## config.mk

```make
export PLATFORM = sky130hd
export DESIGN_NAME = div_result_uart_tx
export DESIGN_NICKNAME = d
export VERILOG_FILES = /design/src/rtl/div_result_uart_tx.sv
export SDC_FILE = /design/constraint.sdc
export NUM_CORES = 1
export LEC_CHECK = 0
export BUFFER_PORTS_ARGS = -buffer_cell sky130_fd_sc_hd__buf_2
export CAP_MARGIN = 20
export CORE_MARGIN = 1.5
export CORE_UTILIZATION = 51
export CTS_BUF_LIST = sky130_fd_sc_hd__clkbuf_8
export CTS_CLUSTER_DIAMETER = 50
export DETAILED_ROUTE_END_ITERATION = 16
export PLACE_DENSITY = 0.81
export SLEW_MARGIN = 20
export SYNTH_ARGS = -nofsm -noshare
export SYNTH_HDL_FRONTEND = slang
export SYNTH_SLANG_ARGS = --single-unit
```

## constraint.sdc

```tcl
create_clock -name clk -period 3.5 [get_ports clk]
set_input_delay 0.175 -clock clk [delete_from_list [all_inputs] [get_ports clk]]
set_output_delay 0.175 -clock clk [all_outputs]
set_load 0.02 [all_outputs]
```

## src/rtl/div_result_uart_tx.sv

```systemverilog
// div_result_uart_tx: sends each divider result as a 3-byte 8N1 UART frame
// (0xA5 sync, quotient, remainder), LSB first, idle-high line.
// Ports: clk, rst (async, active-low), i_start/i_q/i_r (divider result strobe),
//        o_txd (serial out), o_busy (frame in progress), o_done (end-of-frame pulse).
module div_result_uart_tx #(
    parameter int clk_freq       = 50000000,
    parameter int uart_baud_rate = 115200,
    parameter int p_N            = 8
) (
    input  logic           clk,
    input  logic           rst,
    input  logic           i_start,
    input  logic [p_N-1:0] i_q,
    input  logic [p_N-1:0] i_r,
    output logic           o_txd,
    output logic           o_busy,
    output logic           o_done
);

    localparam int DIV_RAW = clk_freq / uart_baud_rate;
    localparam int DIV     = (DIV_RAW < 2) ? 2 : DIV_RAW;
    localparam int CW      = $clog2(DIV);
    localparam logic [CW-1:0] CNT_LAST = CW'(DIV - 1);
    localparam logic [7:0]    SYNC     = 8'hA5;

    typedef enum logic [1:0] {
        IDLE,
        START,
        DATA,
        STOP
    } state_t;

    state_t          state, state_n;
    logic [CW-1:0]   cnt, cnt_n;
    logic [1:0]      byte_idx, byte_n;
    logic [2:0]      bit_idx, bit_n;
    logic [2:0][7:0] frame_q, frame_n;
    logic            txd_n, busy_n, done_n;
    logic            tick;

    always_ff @(posedge clk or negedge rst) begin
        if (!rst) begin
            state    <= IDLE;
            cnt      <= '0;
            byte_idx <= '0;
            bit_idx  <= '0;
            frame_q  <= '0;
            o_txd    <= 1'b1;
            o_busy   <= 1'b0;
            o_done   <= 1'b0;
        end else begin
            state    <= state_n;
            cnt      <= cnt_n;
            byte_idx <= byte_n;
            bit_idx  <= bit_n;
            frame_q  <= frame_n;
            o_txd    <= txd_n;
            o_busy   <= busy_n;
            o_done   <= done_n;
        end
    end

    always_comb begin
        state_n = state;
        cnt_n   = cnt;
        byte_n  = byte_idx;
        bit_n   = bit_idx;
        frame_n = frame_q;
        done_n  = 1'b0;
        tick    = (cnt == CNT_LAST);

        unique case (state)
            IDLE: begin
                cnt_n = '0;
                if (i_start) begin
                    frame_n[0] = SYNC;
                    frame_n[1] = 8'(i_q);
                    frame_n[2] = 8'(i_r);
                    byte_n     = '0;
                    bit_n      = '0;
                    state_n    = START;
                end
            end
            START: begin
                if (tick) begin
                    cnt_n   = '0;
                    state_n = DATA;
                end else begin
                    cnt_n = cnt + CW'(1);
                end
            end
            DATA: begin
                if (tick) begin
                    cnt_n = '0;
                    if (bit_idx == 3'd7) begin
                        bit_n   = '0;
                        state_n = STOP;
                    end else begin
                        bit_n = bit_idx + 3'd1;
                    end
                end else begin
                    cnt_n = cnt + CW'(1);
                end
            end
            STOP: begin
                if (tick) begin
                    cnt_n = '0;
                    if (byte_idx != 2'd2) begin
                        byte_n  = byte_idx + 2'd1;
                        state_n = START;
                    end else begin
                        state_n = IDLE;
                        done_n  = 1'b1;
                    end
                end else begin
                    cnt_n = cnt + CW'(1);
                end
            end
            default: state_n = IDLE;
        endcase

        // Line level is derived from the next state so it is registered
        // together with the state change (start bit appears on the accept edge).
        unique case (state_n)
            START:   txd_n = 1'b0;
            DATA:    txd_n = frame_n[byte_n][bit_n];
            default: txd_n = 1'b1;
        endcase
        busy_n = (state_n != IDLE);
    end

endmodule

```

==> reports/metrics.csv <==
metric,value,unit
dieArea,4864,µm²
core-area,4324,µm²
ir_worst_vdd,0.0001927,V
post_cts_buffers,0,
r2r_start,state[0],
gp_congestion,0.8776,
track_usage,17.72,%
antenna-diode-count,0,
fin_skew,0.006799,ns
area_growth,13.00,%
final_cell_mix,"dfrtp_1, nor2_1, buf_2",
drc,0,
synth_top_area_share,46.26,%
die_w,69.75,µm
fin_setup_tns,0,ns
preCtsSetupSlack,0.8675,ns
drt_first_pass_iters,4,
cts_max_level,2,
drv_cap,0,
ys_types,48,
start_util,52.55,%
cts_resized,0,
min_period_over_period,75.94,%
hold_buffers,0,
clock.fmax,0.3762,GHz
power_density,379.4,nW/µm²
synth_area,2272,µm²
r2r_slack,0.84,ns
n_fill_cell,379,
detail_route.iter0.violations,131,
synth-edff-count,0,
cts_tree,yes,
grt_max_degree,44,
clkSinkCount,43,
arrival,2.90,ns
timing.rr.end,o_txd,
hp-class,in2async,
vias_per_cell,5.424,
synth_area_leader_cell,dfrtp_1,
finalWirelength,3.936,mm
hold_violations,0,
outcome,"finished, final reports clean",
setup_viol,0,
max-clock-path-buffers,2,
grt_pass1_vias,1477,
numPortBuffers,21,
crit_fanout,15,
synth_nets,222,
cp.required,3.74,ns
final_common_cell,dfrtp_1,
p_leak,0.001356,µW
clkTransAtPathRegs,0.08,ns
drive_gt1_share,28.31,%
startpoint_type,flop,
multi_input_comb_area,1116,µm²
synth_seq_cells,43,
rows,24,
synth-async-reset-ratio,100.0,%
grt_first_pass_wirelength,6.837,mm
relSlewSlack,38.39,%
ioPinCount,22,
hpwl,2.849,mm
clock_latency,0.30,ns
synth_cells,192,
crit_start,state[0],
vias,1470,
synth.yosys.seq_area_share,47.41,%
nNetsFinal,248,
slowest_stage,dfrtp_1,
worst_setup_path_end_kind,flop,
path_class,reg2reg,
antenna_found_initial,0,
drv_slew,0,
final_core_util,59.38,%
rsz0062_at_grt,false,
cts_buffers,5,
avgSynthCellArea,11.83,µm²
path_cells,"inv_1, ha_1, mux2i_2, a221oi_4, buf_4, mux2i_1, nor2_1, o32a_1, a31o_1",
final-seq-area,1077,µm²
netlist_top_cells_area,"dfrtp_1, mux2_2, mux2i_1",
fp.dieH,69.75,µm
fin_ws,0.8421,ns
cp_slowest_stage_delay,0.41,ns
reg2reg_depth,9,
ant_nets,0,
gr-total-overflow,0,
fin_crit,2.658,ns
wire_per_inst,14.52,µm
root_buffer,clkbuf_8,
ys.flop_type,dfrtp_1,
tightestPinTransition,0.9241,ns
yosysWarnings,0,
[how the worst max path moves through the flow]
stage / cells after the start / endpoint
floorplan: 9 / o_txd
global placement: 9 / o_txd
detailed placement: 9 / o_txd
CTS: 9 / o_txd
global route: 9 / o_txd
finish: 9 / o_txd
[metrics by stage]
step	std cells	instance area, µm²	power [µW]	hold WS [ns]
5_1_grt	271	2567	1004	0.1013
2_1_floorplan	192	2272	506.9	-0.1206
4_1_cts	271	2567	977.8	0.03782
6_report	271	2567	974.0	0.002106
3_3_place_gp	263	2435	526.5	0.3604
3_5_place_dp	263	2435	526.9	0.3658
[report_power, final]
part / internal (µW) / leakage [µW] / switching, µW
clock network: 282 / 0.0000695 / 176
registers: 496 / 0.000562 / 0
logic: 7.31 / 0.000724 / 12.3
total: 786 / 0.00136 / 188
[cell type report]
class                   instances  share of cell area (%)
repair buffers                 24                   4.971
clock inverters                 3                   2.485
multi-input cells             131                   43.47
flip-flops and latches         43                   41.96
clock buffers                   5                   2.680
inverters                      13                   1.901
well taps                      52                   2.534
[kinds of logic after synthesis]
| logic type | count (synthesis) | synth area share [%] |
|---|---|---|
| and+or+nand+nor | 61 | 15.75 |
| AOI/OAI and AO/OA | 20 | 9.362 |
| buffers and inverters | 18 | 3.468 |
| muxes | 31 | 14.87 |
| adders and majority gates | 11 | 6.057 |
| DFF | 43 | 47.41 |
| xor gates and xnor gates | 8 | 3.084 |
[state kept, by name, indices dropped and copies added (netlist names)]
signal    cells
bit_idx       3
byte_idx      2
cnt           9
frame_q      24
o_busy        1
o_done        1
o_txd         1
state         2
[metal layers]
metal / wire [µm] / part of all wire [%] / vias to the layer above / global-route usage, %
li1: - / - / 709 / -
met5: 0 / 0 / - / 0
met3: 149 / 3.8 / 6 / 4.360
met1: 1910 / 49 / 729 / 24.57
met4: 60 / 1.5 / 0 / 5.769
met2: 1816 / 46 / 26 / 27.56
[cell usage after synthesis (all sizes together) (2+ instances only)]
master / instances
a22oi: 2
nand3: 3
buf: 4
o21ai: 2
a21oi: 2
dfrtp: 42
xor2: 3
o221ai: 2
nand2: 12
a21o: 2
mux2: 16
mux2i: 15
nand4: 2
nor3b: 3
nor2: 23
a31o: 2
and2: 4
ha: 11
a22o: 2
xnor2: 5
inv: 12
nand2b: 5
[critical path: cells and delay by family (launching register included)]
family / cells / cell delay, ns
multiplexers: 2 / 0.44
AO/OA/AOI/OAI: 3 / 0.85
AND/OR/NAND/NOR: 1 / 0.06
buffers and inverters: 2 / 0.47
adder cells (fa/ha/maj): 1 / 0.37
flip-flops: 1 / 0.41
Note: power is estimated with default switching activity, not from simulation.
